--- src/rtl/gpu_pkg.sv ---
// Shared core definitions: core FSM state encodings, NZP bit positions and
// the immediate-to-PC width adapter.
package gpu_pkg;

  localparam logic [2:0] ST_IDLE    = 3'b000;
  localparam logic [2:0] ST_FETCH   = 3'b001;
  localparam logic [2:0] ST_DECODE  = 3'b010;
  localparam logic [2:0] ST_REQUEST = 3'b011;
  localparam logic [2:0] ST_WAIT    = 3'b100;
  localparam logic [2:0] ST_EXECUTE = 3'b101;
  localparam logic [2:0] ST_UPDATE  = 3'b110;
  localparam logic [2:0] ST_DONE    = 3'b111;

  localparam int unsigned NZP_N = 2;
  localparam int unsigned NZP_Z = 1;
  localparam int unsigned NZP_P = 0;

  // Zero-extend or truncate an immediate to pc_bits; caller narrows the result.
  function automatic logic [31:0] imm_to_pc(input logic [31:0] imm, input int unsigned pc_bits);
    logic [31:0] mask;
    mask = (pc_bits >= 32) ? '1 : ((32'd1 << pc_bits) - 32'd1);
    return imm & mask;
  endfunction

endpackage

--- src/rtl/pc_branch_unit_if.sv ---
// Decoder/scheduler-facing bundle of the PC and branch unit.
interface pc_branch_unit_if #(
  parameter int unsigned THREADS               = 4,
  parameter int unsigned PROGRAM_MEM_ADDR_BITS = 8,
  parameter int unsigned DATA_MEM_DATA_BITS    = 8
);
  logic [THREADS-1:0]                         thread_enable;
  logic [2:0]                                 core_state;
  logic [PROGRAM_MEM_ADDR_BITS-1:0]           current_pc;
  logic                                       decoded_pc_mux;
  logic [2:0]                                 decoded_nzp;
  logic [DATA_MEM_DATA_BITS-1:0]              decoded_immediate;
  logic                                       decoded_nzp_write_enable;
  logic                                       decoded_always_execute;
  logic [THREADS-1:0]                         predicate_mask;
  logic [THREADS*DATA_MEM_DATA_BITS-1:0]      alu_out;
  logic [THREADS*PROGRAM_MEM_ADDR_BITS-1:0]   next_pc;
  logic [THREADS*3-1:0]                       nzp;
  logic                                       next_pc_valid;
  logic                                       diverged;

  modport master (
    output thread_enable, core_state, current_pc, decoded_pc_mux, decoded_nzp,
           decoded_immediate, decoded_nzp_write_enable, decoded_always_execute,
           predicate_mask, alu_out,
    input  next_pc, nzp, next_pc_valid, diverged
  );

  modport slave (
    input  thread_enable, core_state, current_pc, decoded_pc_mux, decoded_nzp,
           decoded_immediate, decoded_nzp_write_enable, decoded_always_execute,
           predicate_mask, alu_out,
    output next_pc, nzp, next_pc_valid, diverged
  );
endinterface

--- src/rtl/pc_lane.sv ---
// One thread lane: holds the lane's next PC and NZP register and resolves
// whether the current branch is taken for this lane.
module pc_lane
  import gpu_pkg::*;
#(
  parameter int unsigned PC_W   = 8,
  parameter int unsigned DATA_W = 8
) (
  input  logic              clk,
  input  logic              reset,
  input  logic              enable,
  input  logic [2:0]        core_state,
  input  logic [PC_W-1:0]   current_pc,
  input  logic              pc_mux,
  input  logic [2:0]        decoded_nzp,
  input  logic [DATA_W-1:0] immediate,
  input  logic              nzp_write_enable,
  input  logic              always_execute,
  input  logic              predicate,
  input  logic [2:0]        cmp_result,
  output logic [PC_W-1:0]   next_pc,
  output logic [2:0]        nzp,
  output logic [PC_W-1:0]   next_pc_c
);

  logic            exec_c;
  logic            taken_c;
  logic [PC_W-1:0] target_c;
  logic [PC_W-1:0] pc_inc_c;

  // Predicated-off lanes still step to pc+1 so they stay in lockstep.
  always_comb begin
    exec_c    = always_execute | predicate;
    taken_c   = pc_mux & exec_c & (|(nzp & decoded_nzp));
    target_c  = PC_W'(imm_to_pc(32'(immediate), PC_W));
    pc_inc_c  = current_pc + PC_W'(1);
    next_pc_c = taken_c ? target_c : pc_inc_c;
  end

  always_ff @(posedge clk or negedge reset) begin
    if (!reset) begin
      next_pc <= '0;
      nzp     <= '0;
    end else if (enable) begin
      if (core_state == ST_EXECUTE) next_pc <= next_pc_c;
      if (core_state == ST_UPDATE && nzp_write_enable) nzp <= cmp_result;
    end
  end

endmodule

--- src/rtl/pc_branch_unit.sv ---
// Per-thread PC and branch unit: one pc_lane per thread, divergence
// detection across enabled lanes, and the next_pc_valid pulse.
module pc_branch_unit
  import gpu_pkg::*;
#(
  parameter int unsigned THREADS               = 4,
  parameter int unsigned PROGRAM_MEM_ADDR_BITS = 8,
  parameter int unsigned DATA_MEM_DATA_BITS    = 8
) (
  input  logic              clk,
  input  logic              reset,
  pc_branch_unit_if.slave   bus
);

  localparam int unsigned PC_W   = PROGRAM_MEM_ADDR_BITS;
  localparam int unsigned DATA_W = DATA_MEM_DATA_BITS;

  logic [PC_W-1:0]         lane_pc   [THREADS];
  logic [PC_W-1:0]         lane_pc_c [THREADS];
  logic [2:0]              lane_nzp  [THREADS];
  logic [THREADS*PC_W-1:0] next_pc_vec;
  logic [THREADS*3-1:0]    nzp_vec;
  logic                    diverged_c;
  logic                    have_first;
  logic [PC_W-1:0]         first_pc;
  logic                    next_pc_valid_q;
  logic                    diverged_q;
  logic                    unused_alu_bits;

  for (genvar i = 0; i < int'(THREADS); i++) begin : g_lane
    pc_lane #(
      .PC_W   (PC_W),
      .DATA_W (DATA_W)
    ) u_lane (
      .clk              (clk),
      .reset            (reset),
      .enable           (bus.thread_enable[i]),
      .core_state       (bus.core_state),
      .current_pc       (bus.current_pc),
      .pc_mux           (bus.decoded_pc_mux),
      .decoded_nzp      (bus.decoded_nzp),
      .immediate        (bus.decoded_immediate),
      .nzp_write_enable (bus.decoded_nzp_write_enable),
      .always_execute   (bus.decoded_always_execute),
      .predicate        (bus.predicate_mask[i]),
      .cmp_result       (bus.alu_out[i*DATA_W +: 3]),
      .next_pc          (lane_pc[i]),
      .nzp              (lane_nzp[i]),
      .next_pc_c        (lane_pc_c[i])
    );
  end

  // Flatten lane registers onto the bus vectors.
  always_comb begin
    next_pc_vec = '0;
    nzp_vec     = '0;
    for (int i = 0; i < int'(THREADS); i++) begin
      next_pc_vec[i*PC_W +: PC_W] = lane_pc[i];
      nzp_vec[i*3 +: 3]           = lane_nzp[i];
    end
  end

  // Divergent when any enabled lane's new PC differs from the first enabled lane's.
  always_comb begin
    diverged_c = 1'b0;
    have_first = 1'b0;
    first_pc   = '0;
    for (int i = 0; i < int'(THREADS); i++) begin
      if (bus.thread_enable[i]) begin
        if (!have_first) begin
          have_first = 1'b1;
          first_pc   = lane_pc_c[i];
        end else if (lane_pc_c[i] != first_pc) begin
          diverged_c = 1'b1;
        end
      end
    end
  end

  always_ff @(posedge clk or negedge reset) begin
    if (!reset) begin
      next_pc_valid_q <= 1'b0;
      diverged_q      <= 1'b0;
    end else begin
      next_pc_valid_q <= (bus.core_state == ST_EXECUTE);
      if (bus.core_state == ST_EXECUTE) diverged_q <= diverged_c;
    end
  end

  assign bus.next_pc       = next_pc_vec;
  assign bus.nzp           = nzp_vec;
  assign bus.next_pc_valid = next_pc_valid_q;
  assign bus.diverged      = diverged_q;

  // Only the low three bits of each lane's ALU result carry the CMP flags.
  assign unused_alu_bits = ^bus.alu_out;

endmodule
--- src/flat_wrapper.sv ---
// flat-port wrapper written by rule: the top's interface ports become plain ports
module pc_branch_unit_flat import gpu_pkg::*;
#(
  parameter int unsigned THREADS               = 4,
  parameter int unsigned PROGRAM_MEM_ADDR_BITS = 8,
  parameter int unsigned DATA_MEM_DATA_BITS    = 8
)
  (clk, reset, bus_thread_enable, bus_core_state, bus_current_pc, bus_decoded_pc_mux, bus_decoded_nzp, bus_decoded_immediate, bus_decoded_nzp_write_enable, bus_decoded_always_execute, bus_predicate_mask, bus_alu_out, bus_next_pc, bus_nzp, bus_next_pc_valid, bus_diverged);
  pc_branch_unit_if #(.THREADS(THREADS), .PROGRAM_MEM_ADDR_BITS(PROGRAM_MEM_ADDR_BITS), .DATA_MEM_DATA_BITS(DATA_MEM_DATA_BITS)) bus_i ();
  input  logic clk;
  input  logic reset;
  input wire logic [$bits(bus_i.thread_enable)-1:0] bus_thread_enable;
  input wire logic [$bits(bus_i.core_state)-1:0] bus_core_state;
  input wire logic [$bits(bus_i.current_pc)-1:0] bus_current_pc;
  input wire logic [$bits(bus_i.decoded_pc_mux)-1:0] bus_decoded_pc_mux;
  input wire logic [$bits(bus_i.decoded_nzp)-1:0] bus_decoded_nzp;
  input wire logic [$bits(bus_i.decoded_immediate)-1:0] bus_decoded_immediate;
  input wire logic [$bits(bus_i.decoded_nzp_write_enable)-1:0] bus_decoded_nzp_write_enable;
  input wire logic [$bits(bus_i.decoded_always_execute)-1:0] bus_decoded_always_execute;
  input wire logic [$bits(bus_i.predicate_mask)-1:0] bus_predicate_mask;
  input wire logic [$bits(bus_i.alu_out)-1:0] bus_alu_out;
  output wire logic [$bits(bus_i.next_pc)-1:0] bus_next_pc;
  output wire logic [$bits(bus_i.nzp)-1:0] bus_nzp;
  output wire logic [$bits(bus_i.next_pc_valid)-1:0] bus_next_pc_valid;
  output wire logic [$bits(bus_i.diverged)-1:0] bus_diverged;
  assign bus_i.thread_enable = bus_thread_enable;
  assign bus_i.core_state = bus_core_state;
  assign bus_i.current_pc = bus_current_pc;
  assign bus_i.decoded_pc_mux = bus_decoded_pc_mux;
  assign bus_i.decoded_nzp = bus_decoded_nzp;
  assign bus_i.decoded_immediate = bus_decoded_immediate;
  assign bus_i.decoded_nzp_write_enable = bus_decoded_nzp_write_enable;
  assign bus_i.decoded_always_execute = bus_decoded_always_execute;
  assign bus_i.predicate_mask = bus_predicate_mask;
  assign bus_i.alu_out = bus_alu_out;
  assign bus_next_pc = bus_i.next_pc;
  assign bus_nzp = bus_i.nzp;
  assign bus_next_pc_valid = bus_i.next_pc_valid;
  assign bus_diverged = bus_i.diverged;
  pc_branch_unit #(.THREADS(THREADS), .PROGRAM_MEM_ADDR_BITS(PROGRAM_MEM_ADDR_BITS), .DATA_MEM_DATA_BITS(DATA_MEM_DATA_BITS)) u_core (.clk(clk), .reset(reset), .bus(bus_i));
endmodule
--- config.mk ---
export PLATFORM = sky130hd
export DESIGN_NAME = pc_branch_unit_flat
export DESIGN_NICKNAME = d
export VERILOG_FILES = /design/src/rtl/gpu_pkg.sv /design/src/rtl/pc_branch_unit_if.sv /design/src/rtl/pc_lane.sv /design/src/rtl/pc_branch_unit.sv /design/src/flat_wrapper.sv
export SDC_FILE = /design/constraint.sdc
export NUM_CORES = 1
export LEC_CHECK = 0
export CAP_MARGIN = 40
export CORE_UTILIZATION = 48
export CTS_BUF_LIST = sky130_fd_sc_hd__clkbuf_4 sky130_fd_sc_hd__clkbuf_8
export DETAILED_ROUTE_END_ITERATION = 10
export GPL_TIMING_DRIVEN = 0
export PLACE_DENSITY = 0.91
export SKIP_CTS_REPAIR_TIMING = 1
export SYNTH_ARGS = -nofsm -noshare
export SYNTH_HDL_FRONTEND = slang
export SYNTH_SLANG_ARGS = --single-unit
--- constraint.sdc ---
create_clock -name clk -period 3.3 [get_ports clk]
set_clock_uncertainty 0.2 [all_clocks]
set_input_delay 0.33 -clock clk [delete_from_list [all_inputs] [get_ports clk]]
set_output_delay 0.33 -clock clk [all_outputs]
set_load 0.03 [all_outputs]
**Word-level counts from Yosys, hierarchy flattened**

Cells that the tools add are included.

- Bits of input ports: 67
- Output and inout port bits: 46
- Register bits: 46

- Bitwise operators: 16
- Eq/ne operators: 5
- Reduce and logical (&&, ||, !) cells: 13
- Muxes and demuxes: 21
- $add $sub $neg: 1

Operators with widths:

| operator | number |
|---|---|
| $mux 8 | 9 |
| $ne 8x8->1 | 3 |
| $reduce_and 2->1 | 8 |
| $and 3x3->3 | 4 |
| $mux 1 | 12 |
| $reduce_or 3->1 | 4 |
| $add 8x1->8 const B | 1 |
| $and 1x1->1 | 8 |
| $eq 3x3->1 const B | 2 |
| $or 1x1->1 | 4 |
| $logic_and 1x1->1 | 1 |

**Logic depth before layout (Yosys ltp)**

Gate-level depths: netlist (run 1).

- Depth in word-level cells: 15
- Gate-level depth with buffers: 10
- Mapped depth without buffers: 9

**Modules after synthesis**

From an unflattened synthesis (run 1), not the netlist that was laid out.

- Cells, all modules: 445
- Area total of the unflattened synthesis: 3,747.3 sq um

By module, submodules not included:

| module | times used | cells each | area each (sq um) |
|---|---|---|---|
| pc_lane | 4 | 77 | 704.4 |
| pc_branch_unit | 1 | 137 | 929.6 |

**Worst setup path after synthesis (run 1)**

No wires, ideal clock.

- Kind: reg-to-reg
- Start point: reg u_core.g_lane[1].u_lane.nzp[0]
- End point: reg u_core.diverged_q, in the netlist u_core.bus.diverged
- Setup time: 0.126 ns
- Arrival: 2.687 ns
- Cell stages (with the launch flop): 10
- Data required time: 2.974 ns
- Period minus slack after synthesis: 3.013 ns
- Path slack: 0.287 ns
- Cell sequence: dfrtp_1 > a222oi_1 > o21ai_1 > and2_1 > buf_4 > xnor2_1 > o211ai_1 > nand4_1 > or4_1 > a221o_1

- Longest elaborated chain between the ends: 14

Ends and longest elaborated chain:

| item | RTL line | RTL |
|---|---|---|
| start: declaration | pc_lane.sv:22 | `output logic [2:0] nzp,` |
| start signal: assignment | pc_lane.sv:46 | `if (core_state == ST_UPDATE && nzp_write_enable) nzp <= cmp_result;` |
| $and 3x3->3 * | pc_lane.sv:34 | `taken_c = pc_mux & exec_c & (\|(nzp & decoded_nzp));` |
| $reduce_or 3->1 * | pc_lane.sv:34 |  |
| $and 1x1->1 * | pc_lane.sv:34 |  |
| $mux 8 * | pc_lane.sv:37 | `next_pc_c = taken_c ? target_c : pc_inc_c;` |
| $ne 8x8->1 | pc_branch_unit.sv:73 | `end else if (lane_pc_c[i] != first_pc) begin` |
| $mux 1 | pc_branch_unit.sv:73 |  |
| $mux 1 | pc_branch_unit.sv:70 | `if (!have_first) begin` |
| $mux 1 | pc_branch_unit.sv:69 | `if (bus.thread_enable[i]) begin` |
| $mux 1 | pc_branch_unit.sv:73 |  |
| $mux 1 | pc_branch_unit.sv:70 |  |
| $mux 1 | pc_branch_unit.sv:69 |  |
| $mux 1 | pc_branch_unit.sv:73 |  |
| $mux 1 | pc_branch_unit.sv:70 |  |
| $mux 1 * | pc_branch_unit.sv:69 |  |
| end signal: assignment | pc_branch_unit.sv:86 | `if (bus.core_state == ST_EXECUTE) diverged_q <= diverged_c;` |
| end: declaration | pc_branch_unit.sv:27 | `logic diverged_q;` |

Every way passes the cells marked *; elsewhere a longest branch is shown, timed or not.
A chain may end at the register's enable or synchronous reset.

**Worst setup path in the final report (run 1)**

- Start point: in bus_current_pc[4]
- End point: reg u_core.diverged_q, in the netlist u_core.bus.diverged

- Longest elaborated chain between the ends: 13

Ends and longest elaborated chain:

| item | RTL line | RTL |
|---|---|---|
| start: declaration | flat_wrapper.sv:14 | `input wire logic [$bits(bus_i.current_pc)-1:0] bus_current_pc;` |
| $add 8x1->8 * | pc_lane.sv:36 | `pc_inc_c = current_pc + PC_W'(1);` |
| $mux 8 | pc_lane.sv:37 |  |
| $mux 8 | pc_branch_unit.sv:69 |  |
| $ne 8x8->1 | pc_branch_unit.sv:73 |  |
| $mux 1 | pc_branch_unit.sv:73 |  |
| $mux 1 | pc_branch_unit.sv:70 |  |
| $mux 1 | pc_branch_unit.sv:69 |  |
| $mux 1 | pc_branch_unit.sv:73 |  |
| $mux 1 | pc_branch_unit.sv:70 |  |
| $mux 1 | pc_branch_unit.sv:69 |  |
| $mux 1 | pc_branch_unit.sv:73 |  |
| $mux 1 | pc_branch_unit.sv:70 |  |
| $mux 1 * | pc_branch_unit.sv:69 |  |

Marked as above.

==> impl_results.md, run 1 <==
- Die Wd: ~86 um
- CP Max Fanout: 10
- Synthesis-to-finish area growth: 39.4%
- HPWL Detailed: 8740 um
- Die ar.: 7360 um^2
- GRT Util Overall: 32.4%
- Ports: 113
- Max-Cap Viols: 0
- Root buf cell: clkbuf_8
- Syn_nets: 505
- Rel. slew slack: 49.6%
- Initial drt markers: 400
- Top FF cell, synth: dfrtp_1
- Async set or reset register ratio after synthesis: 100%
- 1st-pass router iterations: 6
- Status: finished clean
- Total negative slack: 0 ps
- Cts bufs inserted: 5
- Internal: roughly 0.0013 W
- ANT nets after route: 0
- Post-synth top area share: between 30% and 40%
- CTS Sinks: 46
- Post-synth cell types: 62
- Post-place setup slack: -746 ps
- CP arrival: 3220 ps
- Slowest cell on crit path: clkdlybuf4s50_1
- TritonCTS clock tree: done
- Leading area contributor after synthesis: dfrtp_1
- Synth Cell Area: approximately 3400 um^2
- Seq/Total Area, Yosys: 34.2%
- Layout Nets: between 600 and 700
- Critical Path, Cell by Cell: clkdlybuf4s50_1, and3_1, nand3_1, xnor2_1, clkbuf_1, nor3_1, o32a_1, o22ai_1, nand4_1, a221o_1
- Most common cell in the netlist: o21ai_0
- Post-Syn Instances: approximately 440
- Crit path capture type: flop
- Synth top area cells: dfrtp_1 34%, o21ai_0 9.2%, nor2_1 6.1%, a21oi_1 6.1%, nand2_1 5.7%
- Final worst path period need: 3230 ps
- Vias after detailed routing: ~4000
- Initial Util: between 40% and 50%
- Largest net degree at the start of global routing: 25
- Crit Reg-Reg Endpoint: u_core.bus.diverged
- PnR worst setup slack: around 73 ps
- GRT overflow: 0
- Slew Limit Fails: 0
- Slew @ Worst Pin: between 700 and 800 ps
- Switch share: roughly two fifths
- Row count: 30
- FF-to-FF Start: u_core.g_lane[1].u_lane.nzp[0]
- DRC Markers: 0
- Number of vias per cell: 6.26
- Initial antenna violation count: 0
- Tcrit/Tclk final: between 90% and 100%
- Post-synthesis average cell area: around 7.7 um^2
- Hold path start: u_core.g_lane[1].u_lane.next_pc[7]
- Fmax: 310 MHz
- Maximum clock path buffer count: 2
- Worst-Skew Late Latency: 310 ps
- H-tree depth: 2
- Final hold vios: 0
- Worst path max stage delay: 630 ps
- Tot Pwr: 0.00228 W
- PortBufs: 91
- Yosys reg bits: 46
- Seq pwr share: 33.4%
- Core Util, Final: 69.2%
- Post-Route WL: 11900 um
- Kind of critical path: in2reg
- Most frequent cells after synthesis: 62 x o21ai_0, 55 x nor2_1, 51 x nand2_1
- Pleak: around 1.9 nW
- CTS clk-pin slew, worst paths: 100 ps
- WP data required: 3300 ps
- Startpoint Class: input port
- Share of cells above drive strength 1: 11.5%
- Post-synth EDFFs: 0
- Die Y: 85.8 um
- Min-delay worst type: reg2reg
- Final setup fails: 0
- Peak supply drop: around 0.00027 V
- Gate power share: 50.7%
- Final GP Congestion: 0.968
- Psw: about 0.00095 W
- CORE AREA: a little under 7000 um^2
- Reg2reg path depth: 10
- Synth warn: 0
- Hold endpoint: u_core.g_lane[1].u_lane.next_pc[7]
- WL/cell: about 19 um
- Worst hold path depth: 2
- Diode count: 0
- Flop-to-flop setup slack: 230 ps
- Finished Layout Cells: 642
- Placed Cells: 626
- First-pass GRT wire length: 18600 um
- Vias in the first global route: 3754
- PwrDens: ~490 nW/um^2
- Clock network fraction of total power: 16.0%
## layout by cell type, fill, tap and decap left out, types with 4 or more instances in the layout
cell type         n
nand4_1           4
buf_4            10
clkbuf_1         22
nand2_1          51
a221oi_1          8
a21o_1            6
nor4_1            5
nor2_1           54
dfrtp_1          46
clkdlybuf4s50_1  88
a211oi_1          7
or2_2             5
o21ai_0          61
clkbuf_2          5
a31oi_1           5
buf_1             4
clkbuf_8          6
nor3_1            8
a21oi_1          41
a222oi_1          6
nand3_1           6
o22ai_1           4
xnor2_1           6
mux2_2           12
## final cells by class
type                       count  area, um^2
fill                         575        2100
multi-input combinational    354        2160
clock buffer                   6        76.3
buffer                        34         155
sequential                    46        1150
inverter                       2        7.51
timing repair buffer         102        1020
tap                           96         120
clock inverter                 2        13.8
## how the worst max path moves through the flow
stage                                    from                  end  slack (ps)  depth (start not counted)
2_1_floorplan  u_core.g_lane[1].u_lane.nzp[0]  u_core.bus.diverged         290                          9
3_3_place_gp                bus_current_pc[0]  u_core.bus.diverged        -710                         10
3_5_place_dp                bus_current_pc[0]  u_core.bus.diverged        -750                         10
4_1_cts                     bus_current_pc[0]  u_core.bus.diverged        -440                         10
5_1_grt                    bus_decoded_nzp[1]  u_core.bus.diverged         -60                         11
6_report                    bus_current_pc[4]  u_core.bus.diverged          70                         10
## power groups by stage
stage	clock [W]	combinational, W	sequential, W
final	0.000365	0.00116	0.000761
after global placement	0	0.00108	0.000766
after floorplan	0	0.000397	0.00101
after global routing	0.000391	0.00123	0.000777
after CTS	0.000367	0.00110	0.000761
after detailed placement	0	0.00110	0.000771
## routing by layer
layer / vias up / global-route usage, % / routed length, um
met4: 0 / 12.4 / 416
met3: 48 / 5.49 / 1130
met5: - / 0 / 0
li1: 1826 / - / -
met2: 282 / 53.2 / 5470
met1: 1861 / 42.8 / 4860
## cell families after synthesis
family                   count (synthesis)  synth area share (%)
AO/OA/AOI/OAI                          169                  31.3
AND/OR/NAND/NOR                        158                  21.5
flip-flops                              46                  34.2
buffers and inverters                   37                  4.75
XOR/XNOR                                13                  3.60
multiplexers                            13                  4.31
adder cells (fa/ha/maj)                  1                 0.371
## registers in the layout (all words and copies together) (netlist names)
name,flops
u_core.g_lane.u_lane.next_pc,32
u_core.bus.next_pc_valid,1
u_core.bus.diverged,1
u_core.g_lane.u_lane.nzp,12
## critical path, delay by kind of cell
kind,cells,cell delay (ps)
AND/OR/NAND/NOR,4,690
buffers and inverters,2,1090
XOR/XNOR,1,430
AO/OA/AOI/OAI,3,670
## stage by stage
step / hold WS, ps / instance area (um^2)
2_1_floorplan: -166 / 3370
3_3_place_gp: 262 / 4400
3_5_place_dp: 162 / 4430
4_1_cts: -169 / 4520
5_1_grt: 312 / 4700
6_report: 285 / 4700
(Power assumes the default switching activity.)
==> run 2, diff against run 1 <==
Clock period 3.3 ns to 3.2 ns, I/O delays scaled along.
==> impl_results.md, run 2 (synthesized netlist as in run 1, its figures left out) <==
- Status: finished clean
- Psw: 0.000987 W
- Slowest cell on crit path: clkdlybuf4s50_1
- WP data required: 3200 ps
- GR Util met3: between 5 and 6%
- Internal: 0.00138 W
- Top reg by flops: u_core.g_lane.u_lane.next_pc
- Final hold vios: 0
- Most common cell after layout, fill and taps aside: clkdlybuf4s50_1
- Final worst path period need: around 3100 ps
- TritonCTS clock tree: done
- Critical Path, Cell by Cell: clkdlybuf4s50_1, a222oi_1, buf_4, o21ai_1, and2_1, buf_4, xnor2_1, o211ai_1, nand4_1, or4_1, a221o_1
- Vias after detailed routing: 4054
- ANT nets after route: 0
- Min-delay worst type: reg2reg
- WL/cell: about 18 um
- Fmax: approximately 320 MHz
- Die Y: 85.8 um
- Cts bufs inserted: 5
- HPWL Detailed: 8740 um
- Initial antenna violation count: 0
- Startpoint Class: input port
- Synthesis-to-finish area growth: 41.1%
- Global route hottest layer: met2
- Max-Cap Viols: 0
- Buf/Inv on CP: 3
- Diode count: 0
- GRT overflow: 0
- Die ar.: between 7000 and 8000 um^2
- Grt met2 use: 53.2%
- Post-Route WL: 11900 um
- Initial drt markers: between 300 and 400
- Cell family with most CP delay: compound AO/OA/AOI/OAI gates
- Met1 GRT Util: between 40% and 50%
- PwrDens: ~500 nW/um^2
- Placed Cells: 626
- 1st-pass router iterations: 7
- Gate power share: just over 50%
- CORE AREA: between 6000 and 7000 um^2
- Row count: 30
- Max FFs per register: 32
- Pleak: 1.94 nW
- Final setup fails: 0
- Share of cells above drive strength 1: 12.4%
- Rel. slew slack: 50.9%
- CTS Sinks: 46
- Slew @ Worst Pin: 734 ps
- Worst path max stage delay: 490 ps
- Final GP Congestion: 0.968
- H-tree depth: 2
- Peak supply drop: 0.000274 V
- PortBufs: 91
- Leading cell types in the layout, fill and taps excluded: 85 x clkdlybuf4s50_1, 58 x o21ai_0, 53 x nor2_1
- Ports: around 110
- Tcrit/Tclk final: between 90% and 100%
- First-pass GRT wire length: ~19000 um
- Finished Layout Cells: 644
- Fin Hold WS: 286 ps
- CP arrival: ~3100 ps
- Number of vias per cell: 6.30
- Largest regs: u_core.g_lane.u_lane.next_pc: 32 flops, u_core.g_lane.u_lane.nzp: 12 flops
- Slew Limit Fails: 0
- Maximum clock path buffer count: 2
- Total negative slack: 0 ps
- CTS clk-pin slew, worst paths: roughly 90 ps
- Largest net degree at the start of global routing: 25
- Kind of critical path: in2reg
- Clock network fraction of total power: between 10% and 20%
- GRT Util Overall: 32.4%
- Root buf cell: clkbuf_8
- Vias in the first global route: between 3000 and 4000
- Die Wd: 85.8 um
- CP Max Fanout: 7
- DRC Markers: 0
- Layout Nets: between 600 and 700
- Initial Util: between 40% and 50%
- Crit path capture type: flop
- Most used cell, CP: buf_4
- Switch share: 41.8%
- Seq pwr share: 33.2%
- Worst-Skew Late Latency: 310 ps
-- run 2: worst min-delay path: cells and delay by family, from the launching register on --
kind	cells	cell delay, ps
flip-flops	1	350
AO/OA/AOI/OAI	1	60
AND/OR/NAND/NOR	1	40
-- run 2: per-stage QoR --
stage	total power [W]	setup WS (ps)	utilization [%]	area, um^2
3_3_place_gp	0.00190	-797	64.8	4400
2_1_floorplan	0.00146	187	-	3370
3_5_place_dp	0.00193	-836	65.2	4430
6_report	0.00236	75.1	70.0	4750
4_1_cts	0.00230	-529	66.5	4520
5_1_grt	0.00248	-22.4	70.0	4750
-- run 2: final cells by class --
type                       count  area, um^2
multi-input combinational    354        2190
inverter                       2        7.51
clock buffer                   6        76.3
sequential                    46        1150
timing repair buffer         104        1040
tap                           96         120
clock inverter                 2        13.8
fill                         567        2040
buffer                        34         156
-- run 2: routing by layer --
metal / wire [um] / vias to the layer above
met4: 405 / 0
met1: 4820 / 1904
met5: 0 / -
met3: 1150 / 45
li1: - / 1829
met2: 5520 / 276
-- run 2: power groups by stage --
stage	registers (W)	clock network (W)	logic, W
2_1_floorplan	0.00105	0	0.000409
3_3_place_gp	0.000790	0	0.00111
3_5_place_dp	0.000795	0	0.00113
4_1_cts	0.000784	0.000379	0.00114
5_1_grt	0.000801	0.000403	0.00128
6_report	0.000785	0.000378	0.00120
-- run 2: path summary, 6_finish.rpt --
path | slack, ps | end | from | cells after the start
hold reg to reg | 290 | u_core.g_lane[1].u_lane.next_pc[7] | u_core.g_lane[1].u_lane.next_pc[7] | 2
hold / removal | 290 | u_core.g_lane[1].u_lane.next_pc[7] | u_core.g_lane[1].u_lane.next_pc[7] | 2
setup reg to reg | 120 | u_core.bus.diverged | u_core.g_lane[1].u_lane.nzp[0] | 10
max in group asynchronous | 1940 | u_core.g_lane[2].u_lane.next_pc[2] | reset | 3
min in group asynchronous | 340 | u_core.g_lane[2].u_lane.nzp[2] | reset | 2
setup / recovery | 80 | u_core.bus.diverged | bus_decoded_nzp[2] | 11
